[config.mk]
export PLATFORM = sky130hd
export DESIGN_NAME = piso_serializer
export DESIGN_NICKNAME = d
export VERILOG_FILES = /design/src/rtl/piso_serializer.sv
export SDC_FILE = /design/constraint.sdc
export NUM_CORES = 1
export LEC_CHECK = 0
export CORE_UTILIZATION = 45
export CTS_BUF_LIST = sky130_fd_sc_hd__clkbuf_8
export DETAILED_ROUTE_END_ITERATION = 16
export HOLD_SLACK_MARGIN = 0.08
export PLACE_DENSITY_LB_ADDON = 0.15
export SLEW_MARGIN = 20
export SYNTH_ARGS = -nofsm -noshare
export SYNTH_HDL_FRONTEND = slang
export SYNTH_SLANG_ARGS = --single-unit
[constraint.sdc]
create_clock -name clk -period 1.9 [get_ports clk]
set_clock_uncertainty 0.2 [all_clocks]
set_input_delay 0.285 -clock clk [delete_from_list [all_inputs] [get_ports clk]]
set_output_delay 0.285 -clock clk [all_outputs]
set_load 0.02 [all_outputs]
[src/rtl/piso_serializer.sv]
// piso_serializer: valid/ready loaded parallel-in serial-out shift-register transmitter
module piso_serializer #(
   parameter int WIDTH     = 8,
   parameter bit MSB_FIRST = 1'b1
) (
   input  logic             clk,
   input  logic             async_reset,
   input  logic [WIDTH-1:0] data_in,
   input  logic             load_valid,
   output logic             load_ready,
   output logic             serial_out,
   output logic             frame,
   output logic             done
);
   localparam int CW = $clog2(WIDTH + 1);
   localparam logic [CW-1:0] LAST = CW'(WIDTH);
   typedef enum logic {IDLE, SHIFT} state_t;
   state_t state, state_n;
   logic [WIDTH-1:0] sreg, sreg_n;
   logic [CW-1:0] cnt, cnt_n;
   logic serial_n, frame_n, done_n;
   assign load_ready = (state == IDLE);
   // next-state and next-output decode; the shift register rotates so the next bit always sits one slot behind the head
   always_comb begin
      state_n  = state;
      sreg_n   = sreg;
      cnt_n    = cnt;
      serial_n = 1'b0;
      frame_n  = 1'b0;
      done_n   = 1'b0;
      if (state == IDLE) begin
         if (load_valid) begin
            state_n  = SHIFT;
            sreg_n   = data_in;
            cnt_n    = CW'(1);
            serial_n = MSB_FIRST ? data_in[WIDTH-1] : data_in[0];
            frame_n  = 1'b1;
         end
      end else if (cnt == LAST) begin
         state_n = IDLE;
         cnt_n   = '0;
         done_n  = 1'b1;
      end else begin
         sreg_n   = MSB_FIRST ? {sreg[WIDTH-2:0], sreg[WIDTH-1]} : {sreg[0], sreg[WIDTH-1:1]};
         serial_n = MSB_FIRST ? sreg[WIDTH-2] : sreg[1];
         cnt_n    = cnt + CW'(1);
         frame_n  = 1'b1;
      end
   end
   // state and registered outputs; reset aborts any frame immediately
   always_ff @(posedge clk or posedge async_reset) begin
      if (async_reset) begin
         state      <= IDLE;
         sreg       <= '0;
         cnt        <= '0;
         serial_out <= 1'b0;
         frame      <= 1'b0;
         done       <= 1'b0;
      end else begin
         state      <= state_n;
         sreg       <= sreg_n;
         cnt        <= cnt_n;
         serial_out <= serial_n;
         frame      <= frame_n;
         done       <= done_n;
      end
   end
endmodule

After elaboration in Yosys (flattened, before gate mapping)
Cells that the tools add are included.
Widths: inputs -> output; s select.
- register bits: 15
- input bits: 11
- output and inout bits: 4
- word-level logic and storage cells: 25
- $add $sub $neg: 1
- equality and inequality tests: 2
- multiplexer cells: 14
- bitwise logic cells: 1
- reduce and logical (&&, ||, !) cells: 2
- operator list (cell ; count):
    $mux 8 ; 3
    $mux 4 ; 3
    $mux 1 ; 8
    $add 4x1->4 const B ; 1
    $eq 4x4->1 const B ; 1
    $ne 2x2->1 const B ; 1
    $reduce_and 2->1 ; 1
    $reduce_bool 2->1 ; 1
    $not 1->1 ; 1

Longest topological paths before layout
Gate-level depths: netlist (run 1).
- depth in word-level cells: 3
- gate-level depth with buffers: 5

Worst setup path after synthesis (run 1)
No wires, ideal clock.
- path type: reg-to-reg
- start point: register cnt[0]
- end point: register sreg[0]
- arrival time: 1.342 ns
- required time: 1.575 ns
- slack: 0.233 ns
- stages on the path, launching flop included: 6
- path through: dfrtp_1 inv_1 ha_1 nand3b_4 o21bai_4 mux2_2
- word-level cells in the longest chain between the ends: 3
- RTL lines (item ; RTL line ; text):
    start: declaration ; 20 ; logic [CW-1:0] cnt, cnt_n;
    start signal: assignment ; 62 ; cnt <= cnt_n;
    $eq 4x4->1 ; 39 ; end else if (cnt == LAST) begin
    $ne 2x2->1 (no source line) ; n/a ;
    $reduce_and 2->1 (no source line) ; n/a ;
    end signal: assignment ; 61 ; sreg <= sreg_n;
    end: declaration ; 19 ; logic [WIDTH-1:0] sreg, sreg_n;
No other way between the ends.
A chain may end at the register's enable or synchronous reset.

==> impl_results.md, run 1 <==
- CORE AREA: 0.00154 mm2
- Starting density of the core: 48.9%
- R2r setup slk: 0.16 ns
- First-pass GRT wire length: 2030 um
- Worst slack at placement: 0.121 ns
- TritonCTS clock tree: yes
- Final hold violations: 0
- Post-Syn Area per Cell: 12.3 um2
- Fin crit share: 92.4%
- Fin util: 63.3%
- Row cnt: 14
- Synthesized Nets: 74
- IO Port Bufs: 14
- CP Buf/Inv Count: 1
- HP Class: in2async
- # diodes: 0
- Max-cap violations: 0
- LEAKAGE: 0.475 nW
- PwrDens: 1570 mW/mm2
- Layout cell share with drive strength beyond 1: 30.9%
- Via density: 5.15
- Synth area leaders: dfrtp_1 (50%), mux2_2 (19%), ha_1 (3.3%), mux2i_1 (2.7%), nand3b_4 (2.7%)
- GRT Residual Overflow: 0
- Required @ worst endpoint: 1.41 ns
- Clk slew on worst S/H paths: 0.06 ns
- Largest net degree at the start of global routing: 16
- Yosys top cell by area: dfrtp_1
- CP Depth: 1
- Total Wirelength: 1140 um
- Sequential element share of the synthesized area: 49.8%
- CTS Buffer Depth: 2
- Startpoint types: flip-flop
- GRT Util Overall: 15.1%
- TNS Setup: 0 ns
- Largest fanout on the critical path: 4
- Slowest CP cell: clkdlybuf4s50_1
- CTS hold repair buffers: 0
- Most frequent cells in the layout: dfrtp_1 (15), mux2_2 (13), clkdlybuf4s50_1 (13)
- Total vias in the final route: 500
- Tot Pwr: 1.53 mW
- Dpl hpwl: 893 um
- Worst Max-Slew Pin Slew: 0.547 ns
- Mapped Area: 753 um2
- Crit-path max cell delay: 0.62 ns
- Max VDD drop: 0.000851 V
- Routed wire per std cell: 11.7 um
- Top cell type's share of synthesized area: 49.8%
- Skew-Pair Late Insertion Delay: 0.24 ns
- # IOs: 15
- Worst Slack Setup Final: 0.145 ns
- Cell depth of the worst flop-to-flop path: 5
- Die Span Y: 42.9 um
- Vias in the first global route: 485
- Final slew viol count: 0
- Clock root buffer: clkbuf_8
- Synth Instances: 61
- Routability cong.: 0.792
- Endpoint type of the worst setup path: output port
- Status: completed
- Yosys warnings: 0
- Fillers: 129
- Final setup vio count: 0
- TritonCTS Buffers: 3
- Setup Crit Path Kind: reg2out
- Initial antenna violation count: 0
- # clock sinks: 15
- Die Span X: 42.9 um
- Detailed Routing Iterations Pass 1: 3
- RSZ-0062 raised after global routing: false
- Final #Nets: 95
- Residual DRC count: 0
- Slew headroom: 63.5%
- Crit path max-delay family: buffers and inverters
- H-tree depth: 1
- Detail Route Antenna Nets: 0
- Syn-to-layout area delta: 29.6%
- Fin crit period: 1.75 ns
- Most common cell after layout, fill and taps aside: dfrtp_1
- 1st-iter DRT viols: 4
- CP Cell Sequence: clkdlybuf4s50_1
- Distinct cells, synth: 22
- Fmax: 570 MHz
- Yosys reg bits: 15
- Total die area: 0.00184 mm2
- Arrival time worst endpoint: 1.27 ns
[synthesized netlist by cell type]
library cell and count:
nand3_1 2, buf_6 1, nand2_1 4, nor2_4 1, buf_2 1, nand3b_4 1
inv_1 5, mux2_2 13, a31oi_1 1, o31ai_1 1, a21oi_1 2, ha_1 2
nand4_1 1, nor2b_1 1, o221ai_1 1, nor2_1 1, mux2i_1 2, o21ai_0 3
inv_2 1, nand4b_1 1, o21bai_4 1, dfrtp_1 15
[final cells by class]
class | instances | area [um2] | area share [%]
sequential | 15 | 375 | 38.5
clock inverter | 1 | 5.00 | 0.513
timing repair buffer | 18 | 173 | 17.7
tap | 16 | 20.0 | 2.05
clock buffer | 3 | 41.3 | 4.23
multi-input combinational | 38 | 339 | 34.7
inverter | 6 | 22.5 | 2.31
[state kept, by name (all words and copies together) (netlist names)]
signal and flops:
cnt 4, state 1, sreg 8, done 1, serial_out 1
[report_power, final]
group | switching [mW] | total, mW | leakage, nW | internal, mW
Sequential | 0.0963 | 0.575 | 0.180 | 0.479
Combinational | 0.299 | 0.700 | 0.269 | 0.401
Clock | 0.110 | 0.255 | 0.0255 | 0.145
[cell families (layout without fill, tap and decap cells)]
logic type / after synthesis / after routing / synth area share, %
buffers and inverters: 8 / 28 / 5.15
DFF: 15 / 15 / 49.8
adders and majority gates: 2 / 2 / 3.32
muxes: 15 / 15 / 22.1
AOI/OAI and AO/OA: 9 / 9 / 8.80
and+or+nand+nor: 12 / 12 / 10.8
[worst paths after layout]
| kind | startpoint | to |
|---|---|---|
| min reg2reg | sreg[0] | sreg[0] |
| max in group asynchronous | async_reset | sreg[7] |
| min | async_reset | done |
| max reg2reg | cnt[0] | sreg[6] |
| min in group clk | sreg[0] | sreg[0] |
| max | state | frame |
[per-stage QoR]
step	cells	hold slack [ns]	cell area (um2)
2_1_floorplan	61	-0.0135	753
3_3_place_gp	93	0.286	927
3_5_place_dp	93	0.291	927
4_1_cts	97	0.211	973
5_1_grt	97	0.263	976
6_report	97	0.180	976
[layer usage]
layer  vias up  routed length, um  track usage, %
met2         7                554            23.6
li1        253                  -               -
met3         2                 34            2.55
met4         0                 15            9.38
met5         -                  0               0
met1       238                532            19.3
[repair_timing]
item / 4_1_cts / 5_1_grt
buffers inserted: 0 / 0
resized for setup: 0 / 1
setup endpoints to repair: 0 / 1
No activity file was read; power rests on OpenSTA's default activity.
==> run 2, diff against run 1 <==
- CAP_MARGIN: unset -> 10
==> results of run 2 <==
Same layout as run 1: the final DEF is identical, and so are final timing and power.
==> run 3, diff against run 2 <==
- TNS_END_PERCENT: unset -> 10
==> results of run 3 <==
Same layout as run 1: the final DEF is identical, and so are final timing and power.
